===== src/rtl/dds_cmd_pkg.sv =====
// Shared opcodes, FSM state encoding and readback selects for the DDS command controller.
package dds_cmd_pkg;

    localparam logic [7:0] OP_FTW1      = 8'h70;
    localparam logic [7:0] OP_FTW2      = 8'h71;
    localparam logic [7:0] OP_PH1       = 8'h60;
    localparam logic [7:0] OP_PH2       = 8'h61;
    localparam logic [7:0] OP_COMMIT    = 8'h80;
    localparam logic [7:0] OP_RUN       = 8'hC1;
    localparam logic [7:0] OP_STOP      = 8'hC0;
    localparam logic [7:0] OP_RD_FTW1   = 8'hA0;
    localparam logic [7:0] OP_RD_FTW2   = 8'hA1;
    localparam logic [7:0] OP_RD_PH1    = 8'hA2;
    localparam logic [7:0] OP_RD_PH2    = 8'hA3;
    localparam logic [7:0] OP_RD_STATUS = 8'hA4;

    localparam logic [2:0] ST_IDLE      = 3'd0;
    localparam logic [2:0] ST_DECODE    = 3'd1;
    localparam logic [2:0] ST_WAIT_SYNC = 3'd2;
    localparam logic [2:0] ST_APPLY     = 3'd3;
    localparam logic [2:0] ST_RESP      = 3'd4;

    // Readback select is the low three opcode bits of the 0xA0-0xA4 group.
    localparam logic [2:0] RD_SEL_FTW1   = 3'd0;
    localparam logic [2:0] RD_SEL_FTW2   = 3'd1;
    localparam logic [2:0] RD_SEL_PH1    = 3'd2;
    localparam logic [2:0] RD_SEL_PH2    = 3'd3;
    localparam logic [2:0] RD_SEL_STATUS = 3'd4;

    function automatic logic is_ftw_op(input logic [7:0] op);
        return op[7:1] == OP_FTW1[7:1];
    endfunction

    function automatic logic is_ph_op(input logic [7:0] op);
        return op[7:1] == OP_PH1[7:1];
    endfunction

    function automatic logic is_rd_op(input logic [7:0] op);
        return (op >= OP_RD_FTW1) && (op <= OP_RD_STATUS);
    endfunction

endpackage


===== src/rtl/dds_shadow_reg.sv =====
// Shadow/active register pair: writes land in the shadow copy, commit moves it to the output.
module dds_shadow_reg
    import dds_cmd_pkg::*;
#(
    parameter int W = 24
) (
    input  logic         clk,
    input  logic         rst_n,
    input  logic         wr_en,
    input  logic [W-1:0] wr_data,
    input  logic         commit,
    output logic [W-1:0] active_q
);

    logic [W-1:0] shadow_q;

    always_ff @(posedge clk or negedge rst_n) begin
        if (!rst_n) begin
            shadow_q <= '0;
            active_q <= '0;
        end else begin
            if (wr_en)
                shadow_q <= wr_data;
            if (commit)
                active_q <= shadow_q;
        end
    end

endmodule


===== src/rtl/dds_cmd_ctrl.sv =====
// Command controller: decodes SPI frames into shadow register writes, sync-aligned commits,
// run/stop control and readback responses for the two DDS channels.
module dds_cmd_ctrl
    import dds_cmd_pkg::*;
#(
    parameter int FTW_W = 24,
    parameter int PH_W  = 12,
    parameter int ERR_W = 8
) (
    input  logic             sys_clk_i,
    input  logic             sys_rst_i,
    input  logic             frm_valid_i,
    output logic             frm_ready_o,
    input  logic [31:0]      frm_data_i,
    input  logic             dds_sync_i,
    output logic [FTW_W-1:0] ch1_ftw_o,
    output logic [FTW_W-1:0] ch2_ftw_o,
    output logic [PH_W-1:0]  ch1_ph_o,
    output logic [PH_W-1:0]  ch2_ph_o,
    output logic             run_o,
    output logic             acc_clr_o,
    output logic [31:0]      rsp_data_o,
    output logic             rsp_valid_o,
    input  logic             rsp_ack_i,
    output logic [ERR_W-1:0] err_cnt_o
);

    logic [2:0]  state;
    logic [31:0] frame;
    logic        start_flag;
    logic        pending;
    logic [7:0]  opcode;
    logic [23:0] payload;
    logic [1:0]  ftw_wr;
    logic [1:0]  ph_wr;
    logic        commit;
    logic [23:0] status_field;
    logic [31:0] rd_word;

    assign opcode      = frame[31:24];
    assign payload     = frame[23:0];
    assign frm_ready_o = (state == ST_IDLE);
    assign commit      = (state == ST_APPLY);

    always_comb begin
        ftw_wr = '0;
        ph_wr  = '0;
        if (state == ST_DECODE) begin
            if (is_ftw_op(opcode))
                ftw_wr[opcode[0]] = 1'b1;
            if (is_ph_op(opcode))
                ph_wr[opcode[0]] = 1'b1;
        end
    end

    always_comb begin
        status_field               = '0;
        status_field[23]           = run_o;
        status_field[22]           = pending;
        status_field[21 -: ERR_W]  = err_cnt_o;
        case (opcode[2:0])
            RD_SEL_FTW1:   rd_word = {opcode, 24'(ch1_ftw_o)};
            RD_SEL_FTW2:   rd_word = {opcode, 24'(ch2_ftw_o)};
            RD_SEL_PH1:    rd_word = {opcode, 24'(ch1_ph_o)};
            RD_SEL_PH2:    rd_word = {opcode, 24'(ch2_ph_o)};
            RD_SEL_STATUS: rd_word = {opcode, status_field};
            default:       rd_word = {opcode, 24'h0};
        endcase
    end

    // run_o follows the clear pulse by one cycle so the accumulators restart from zero.
    always_ff @(posedge sys_clk_i or negedge sys_rst_i) begin
        if (!sys_rst_i) begin
            state       <= ST_IDLE;
            frame       <= '0;
            start_flag  <= 1'b0;
            pending     <= 1'b0;
            run_o       <= 1'b0;
            acc_clr_o   <= 1'b0;
            rsp_data_o  <= '0;
            rsp_valid_o <= 1'b0;
            err_cnt_o   <= '0;
        end else begin
            acc_clr_o <= 1'b0;
            if (acc_clr_o)
                run_o <= 1'b1;
            if (rsp_ack_i)
                rsp_valid_o <= 1'b0;

            case (state)
                ST_IDLE: begin
                    if (frm_valid_i) begin
                        frame <= frm_data_i;
                        state <= ST_DECODE;
                    end
                end
                ST_DECODE: begin
                    state <= ST_IDLE;
                    if (is_ftw_op(opcode) || is_ph_op(opcode)) begin
                        state <= ST_IDLE;
                    end else if (opcode == OP_COMMIT) begin
                        if (run_o) begin
                            pending <= 1'b1;
                            state   <= ST_WAIT_SYNC;
                        end else begin
                            state <= ST_APPLY;
                        end
                    end else if (opcode == OP_RUN) begin
                        start_flag <= 1'b1;
                        state      <= ST_APPLY;
                    end else if (opcode == OP_STOP) begin
                        run_o <= 1'b0;
                    end else if (is_rd_op(opcode)) begin
                        state <= ST_RESP;
                    end else if (err_cnt_o != '1) begin
                        err_cnt_o <= err_cnt_o + ERR_W'(1);
                    end
                end
                ST_WAIT_SYNC: begin
                    if (dds_sync_i)
                        state <= ST_APPLY;
                end
                ST_APPLY: begin
                    pending    <= 1'b0;
                    start_flag <= 1'b0;
                    if (start_flag)
                        acc_clr_o <= 1'b1;
                    state <= ST_IDLE;
                end
                ST_RESP: begin
                    rsp_data_o  <= rd_word;
                    rsp_valid_o <= 1'b1;
                    state       <= ST_IDLE;
                end
                default: state <= ST_IDLE;
            endcase
        end
    end

    dds_shadow_reg #(.W(FTW_W)) u_ftw1 (
        .clk      (sys_clk_i),
        .rst_n    (sys_rst_i),
        .wr_en    (ftw_wr[0]),
        .wr_data  (payload[FTW_W-1:0]),
        .commit   (commit),
        .active_q (ch1_ftw_o)
    );

    dds_shadow_reg #(.W(FTW_W)) u_ftw2 (
        .clk      (sys_clk_i),
        .rst_n    (sys_rst_i),
        .wr_en    (ftw_wr[1]),
        .wr_data  (payload[FTW_W-1:0]),
        .commit   (commit),
        .active_q (ch2_ftw_o)
    );

    dds_shadow_reg #(.W(PH_W)) u_ph1 (
        .clk      (sys_clk_i),
        .rst_n    (sys_rst_i),
        .wr_en    (ph_wr[0]),
        .wr_data  (payload[PH_W-1:0]),
        .commit   (commit),
        .active_q (ch1_ph_o)
    );

    dds_shadow_reg #(.W(PH_W)) u_ph2 (
        .clk      (sys_clk_i),
        .rst_n    (sys_rst_i),
        .wr_en    (ph_wr[1]),
        .wr_data  (payload[PH_W-1:0]),
        .commit   (commit),
        .active_q (ch2_ph_o)
    );

endmodule

===== config.mk =====
export PLATFORM = sky130hd
export DESIGN_NAME = dds_cmd_ctrl
export DESIGN_NICKNAME = d
export VERILOG_FILES = /design/src/rtl/dds_cmd_pkg.sv /design/src/rtl/dds_shadow_reg.sv /design/src/rtl/dds_cmd_ctrl.sv
export SDC_FILE = /design/constraint.sdc
export NUM_CORES = 1
export LEC_CHECK = 0
export ABC_AREA = 1
export CORE_ASPECT_RATIO = 0.8
export CORE_MARGIN = 2
export CORE_UTILIZATION = 40
export CTS_BUF_LIST = sky130_fd_sc_hd__clkbuf_8
export CTS_CLUSTER_SIZE = 20
export DETAILED_ROUTE_END_ITERATION = 10
export HOLD_SLACK_MARGIN = 0.06
export PLACE_DENSITY = 0.75
export SETUP_SLACK_MARGIN = 0.15
export SKIP_LAST_GASP = 1
export SYNTH_ARGS = -nofsm -noshare
export SYNTH_HDL_FRONTEND = slang
export SYNTH_HIERARCHICAL = 1
export SYNTH_SLANG_ARGS = --single-unit
export TNS_END_PERCENT = 10

===== constraint.sdc =====
create_clock -name sys_clk_i -period 1.8 [get_ports sys_clk_i]
set_input_delay 0.36 -clock sys_clk_i [delete_from_list [all_inputs] [get_ports sys_clk_i]]
set_output_delay 0.36 -clock sys_clk_i [all_outputs]
set_load 0.05 [all_outputs]

# After elaboration in Yosys (flattened, before gate mapping)
# Cells that the tools add are included.
dict set report totals {
  regBits 224
  input_bits 37
}
dict set report op_classes {
  order_cmp 4
  eq_ne 21
  mux 34
  add_sub_neg 1
  n_bitwise 5
  reduce_logical 12
}
# op n
set ops {}
lappend ops {{$pmux 24 s5} 1}
lappend ops {{$eq 8x8->1 const B} 3}
lappend ops {{$mux 3} 7}
lappend ops {{$mux 1} 18}
lappend ops {{$eq 7x6->1 const B} 2}
lappend ops {{$eq 3x2->1 const B} 4}
lappend ops {{$ne 2x2->1 const B} 5}
lappend ops {{$pmux 3 s3} 1}
lappend ops {{$add 8x1->8 const B} 1}
lappend ops {{$ge 8x8->1 const B} 1}
lappend ops {{$le 8x8->1 const B} 1}
lappend ops {{$mux 2} 4}
lappend ops {{$ne 8x8->1 const B} 1}
lappend ops {{$reduce_and 4->1} 2}
lappend ops {{$reduce_and 7->1} 1}
lappend ops {{$eq 3x1->1 const B} 2}
lappend ops {{$eq 3x3->1 const B} 2}
lappend ops {{$logic_not 3->1} 2}
lappend ops {{$not 1->1} 5}
lappend ops {{$ne 2x1->1 const B} 2}
lappend ops {{$pmux 1 s2} 2}
lappend ops {{$reduce_and 2->1} 2}
lappend ops {{$reduce_bool 2->1} 2}
lappend ops {{$logic_and 1x1->1} 2}
lappend ops {{4 further kinds} 4}

# Logic depth before layout (Yosys ltp)
dict set report depth {
  word_depth 8
  depth_mapped 10
  ltp_nobuf 9
}

# Modules after synthesis
# The synthesis kept the hierarchy.
# module area_per_inst_um2 n_inst seq_area_each_um2 cells_each
set by_module_without_submodules {}
lappend by_module_without_submodules {dds_cmd_ctrl 3890.0 1 2001.9 462}
lappend by_module_without_submodules {{dds_shadow_reg at u_ftw1 ...} 1888.1 2 1201.2 204}
lappend by_module_without_submodules {{dds_shadow_reg at u_ph1 ...} 915.9 2 600.6 102}

# Least setup slack after synthesis
# No wires, ideal clock.
dict set report synth_timing {
  path_type {register -> register}
  startpoint {register err_cnt_o[1]}
  endpoint {register err_cnt_o[5]}
  t_required_ps 1734
  stages_incl_launch_ff 10
  arrival_ps 1729
  n_path_buf 0
  path_slack_ps 5
  synth_period_minus_slack_ps 1795
  path_cell_list {dfrtp_1 ha_1 nand3_1 nor2_1 nand2_1 nor2_1 nor2_4 nand2_4 nand2_1 nand2_1}
}
dict set report synth_between {
  elab_chain_len 2
  word_cells_on_any_way 3
  classes_between {add/sub (1); eq/ne (1); reduce/logical (1)}
}
# element line
set synth_rtl {}
lappend synth_rtl {{from (decl)} dds_cmd_ctrl.sv:25} ;# output logic [ERR_W-1:0] err_cnt_o
lappend synth_rtl {{from (signal assigned)} dds_cmd_ctrl.sv:116} ;# err_cnt_o <= err_cnt_o + ERR_W'(1);
lappend synth_rtl {{parallel branches: the longest is 2 deep, another holds $add 8x1->8} n/a}
# Parallel ways; which one is timed is not known.
# A chain may end at the register's enable or synchronous reset.

# Final worst setup path
dict set report layout_timing {
  startpoint {register state[2]}
  endpoint {output frm_ready_o}
}
dict set report layout_between {
  elab_chain_len 1
}
# element line
set layout_rtl {}
lappend layout_rtl {{from (decl)} dds_cmd_ctrl.sv:28} ;# logic [2:0] state;
lappend layout_rtl {{from (signal assigned)} dds_cmd_ctrl.sv:74} ;# state <= ST_IDLE;
lappend layout_rtl {{from (signal assigned)} dds_cmd_ctrl.sv:94} ;# state <= ST_DECODE;
lappend layout_rtl {{from (signal assigned)} dds_cmd_ctrl.sv:98} ;# state <= ST_IDLE;
lappend layout_rtl {{$logic_not 3->1} dds_cmd_ctrl.sv:42} ;# assign frm_ready_o = (state == ST_IDLE);
lappend layout_rtl {{to (decl)} dds_cmd_ctrl.sv:13} ;# output logic frm_ready_o,
# No other way between the ends.

==> reports/metrics.csv <==
stage,metric,value,unit
run_status,outcome,"complete, no violations",
placement,place_ws,128,ps
logic_synthesis,yosysSeqAreaShare,59.0,%
power_and_ir_drop,swShare,32.9,%
power_and_ir_drop,pwr_density_cell,1170,nW/um^2
cts,clkTransAtPathRegs,60,ps
cells_and_area,multi_input_area,3440,um^2
setup_path,ff2ff_setup_slack,120,ps
power_and_ir_drop,clkPwrFrac,32.2,%
placement,routabilityCongestion,0.906,
sta,setup_tns,0,ps
cells_and_area,layout.nets,1297,
logic_synthesis,synthAdderAreaFrac,0.132,%
cts,clockBufferDepth,3,
setup_path,slowest_stage,dfrtp_1,
logic_synthesis,synth.area.mux_share,2.85,%
cells_and_area,nFillCells,2112,
power_and_ir_drop,intPower,9.40,mW
global_route,grt.total_usage,19.8,%
power_and_ir_drop,share_seq_of_total_power,47.6,%
cells_and_area,syn2layout_area_growth,26.4,%
routing,viasPerCell,4.74,
cts,clk_latency,540,ps
die,die_h,142,um
cells_and_area,drive_above_1_share,22.0,%
power_and_ir_drop,p_switching,4.62,mW
routing,dr.pass1.iters,5,
logic_synthesis,synth-xor-area-share,0.369,%
placement,port-buffer-count,152,
logic_synthesis,synth_compound_area_share,2.03,%
routing,via_count,7580,
cts,htree_levels,2,
logic_synthesis,ys_async_sr_fraction,100,%
placement,hpwl,17800,um
setup_path,cp_top_family,flip-flops,
logic_synthesis,syn_avg_cell_area,8.84,um^2
setup_path,arrival,1350,ps
routing,wl_per_cell,15.3,um
setup_path,crit_path_start_kind,flip-flop,
power_and_ir_drop,p_leak,6.57,nW
setup_path,cp_slowest_stage_delay,410,ps
die,core_region_area,23300,um^2
global_route,first_global_vias,7243,
logic_synthesis,synth_nets,1112,
logic_synthesis,synth_top_family_by_area,simple AND/OR/NAND/NOR gates,
global_route,grt_overflow,0,
routing,ant_nets,0,
cells_and_area,layout_common_cells,"590 x nand2_1, 222 x dfrtp_1, 139 x buf_4",
logic_synthesis,yosys.area_share.simple,30.2,%
sta,clock_skew,17.9,ps
logic_synthesis,ys_types,35,
logic_synthesis,synth_edf_count,0,
sta,fin_crit,1710,ps
sta,worstMarginPinSlew,735,ps
power_and_ir_drop,pwr-share-comb,20.2,%
setup_path,path_buf_inv,2,
sta,slew_headroom,50.9,%
sta,setup_viol,0,
cells_and_area,final_common_cell,nand2_1,
setup_path,endpoint_kind,output port,
cts,cts_num_sinks,224,
die,rows,50,
cts,tritoncts,yes,
sta,setup_ws,85.7,ps
cts,ctsRootBufferMaster,clkbuf_8,
hold_path,min-delay-path-class,input pin to async pin,
setup_path,critPathKind,flip-flop to output port,
global_route,grt_max_degree,52,
die,io_pins,153,
logic_synthesis,synth-seq-cells,224,
sta,finalHoldViolations,0,
cts,cts_buffers,38,
die,chipWidth,176,um
global_route,antenna_found_initial,0,
die,dieArea,25000,um^2
sta,grt_setup_unrepaired,yes,
setup_path,worstPathRequired,1440,ps
routing,drt-initial-drc-count,477,
cells_and_area,antenna_cells,0,
sta,max_freq,583,MHz
routing,drc,0,
logic_synthesis,synth_cells,1074,
flow_run,maxCapViolations,0,
sta,fin_crit_sh,95.2,%
sta,report.final.slew_viol_count,0,
setup_path,path_cells,nor2_2 -> nand2_2 -> inv_2 -> buf_12,
cells_and_area,seq_area,5610,um^2
power_and_ir_drop,ir_worst_vdd,0.432,mV
logic_synthesis,synth_flop_cell,dfrtp_1,
logic_synthesis,ys_warn_count,6,
die,initial_core_util,40.7,%
logic_synthesis,syn_area,9500,um^2
setup_path,crit_fanout,4,
global_route,grt_pass1_wl,39200,um
routing,routed_wl,24500,um
[power groups by stage]
stage               clock network [mW]  logic (mW)  registers [mW]
floorplan                            0        1.47            6.81
global placement                     0        2.68            6.69
detailed placement                   0        2.77            6.72
CTS                               4.62        2.83            6.64
global route                      4.86        3.14            6.76
finish                            4.52        2.84            6.67
[cell type report]
type	instances	share of cell area, %
sequential	224	46.7
multi-input combinational	771	28.6
timing repair buffer	190	13.8
clock buffer	47	5.39
tap	312	3.25
inverter	34	1.19
clock inverter	22	1.03
[cell usage after synthesis (8+ instances only)]
cell       n  area [um^2]
o21ai_0   12         60.1
nand3_1   22          110
mux2_1    10          113
nand4_1   14         87.6
nor2_1    35          131
inv_1     22         82.6
mux2_2    14          158
buf_6     14          158
buf_4     13         97.6
dfrtp_1  224         5610
a21oi_1   15         75.1
buf_2     12         60.1
inv_2      8         30.0
nand2_2   24          150
nand2_1  592         2220
[stage by stage]
step                      area (um^2)  hold WS (ps)  std cells  power, mW  utilization [%]
final                           12000           331       1600       14.0             51.5
after global routing            12000           339       1600       14.8             51.5
after CTS                       11900           329       1592       14.1             51.1
after detailed placement        11100           312       1519       9.48             47.6
after global placement          11100           310       1519       9.38             47.6
after floorplan                  9500          64.4       1074       8.27                -
[cells by family after synthesis]
| group | count (synthesis) |
|---|---|
| xor gates and xnor gates | 4 |
| and+or+nand+nor | 706 |
| DFF | 224 |
| adders and majority gates | 1 |
| buffers and inverters | 79 |
| AOI/OAI and AO/OA | 36 |
| muxes | 24 |
[state kept, by name, summed over array words and instances (netlist names)]
register         count
u_ph1/shadow_q      12
u_ftw1/active_q     24
u_ph2/active_q      12
start_flag           1
frame               32
rsp_valid_o          1
rsp_data_o          32
run_o                1
u_ftw2/active_q     24
acc_clr_o            1
err_cnt_o            8
u_ph2/shadow_q      12
u_ph1/active_q      12
pending              1
u_ftw2/shadow_q     24
state                3
u_ftw1/shadow_q     24
[worst reg2reg max path, stage by stage, from the launching register on]
cell and delay, ps:
dfrtp_1 400, nand2_1 70, nor2_1 210, nand3_2 180
nor3_2 260, buf_6 180, buf_4 180, nand2_1 70
nand2_1 80
[final timing paths]
check | from | to | cells after the start
worst min-delay path | sys_rst_i | frame[14] | 2
max in group asynchronous | sys_rst_i | err_cnt_o[0] | 3
worst max register to register | frame[30] | u_ftw1/shadow_q[6] | 8
worst max-delay path | state[2] | frm_ready_o | 4
min in group sys_clk_i | frm_data_i[24] | frame[24] | 3
worst min register to register | u_ftw1/shadow_q[1] | u_ftw1/active_q[1] | 2
[routing by layer]
metal	up-vias	share of wire [%]	track usage, %	routed length [um]
met5	-	0	0	0
li1	3709	-	-	-
met4	0	1.6	5.96	387
met1	3642	47	28.9	11600
met3	26	5.6	4.21	1380
met2	203	45	29.8	11100
[timing repair]
action | 4_1_cts | 5_1_grt
endpoints found under the hold margin | 44 | 0
hold buffers | 1 | 0
gates cloned | 0 | 1
buffers inserted | 3 | 7
endpoints found under the setup margin | 23 | 101
pin swaps | 1 | 3
resized for setup | 4 | 10
Note: power is estimated with default switching activity, not from simulation.
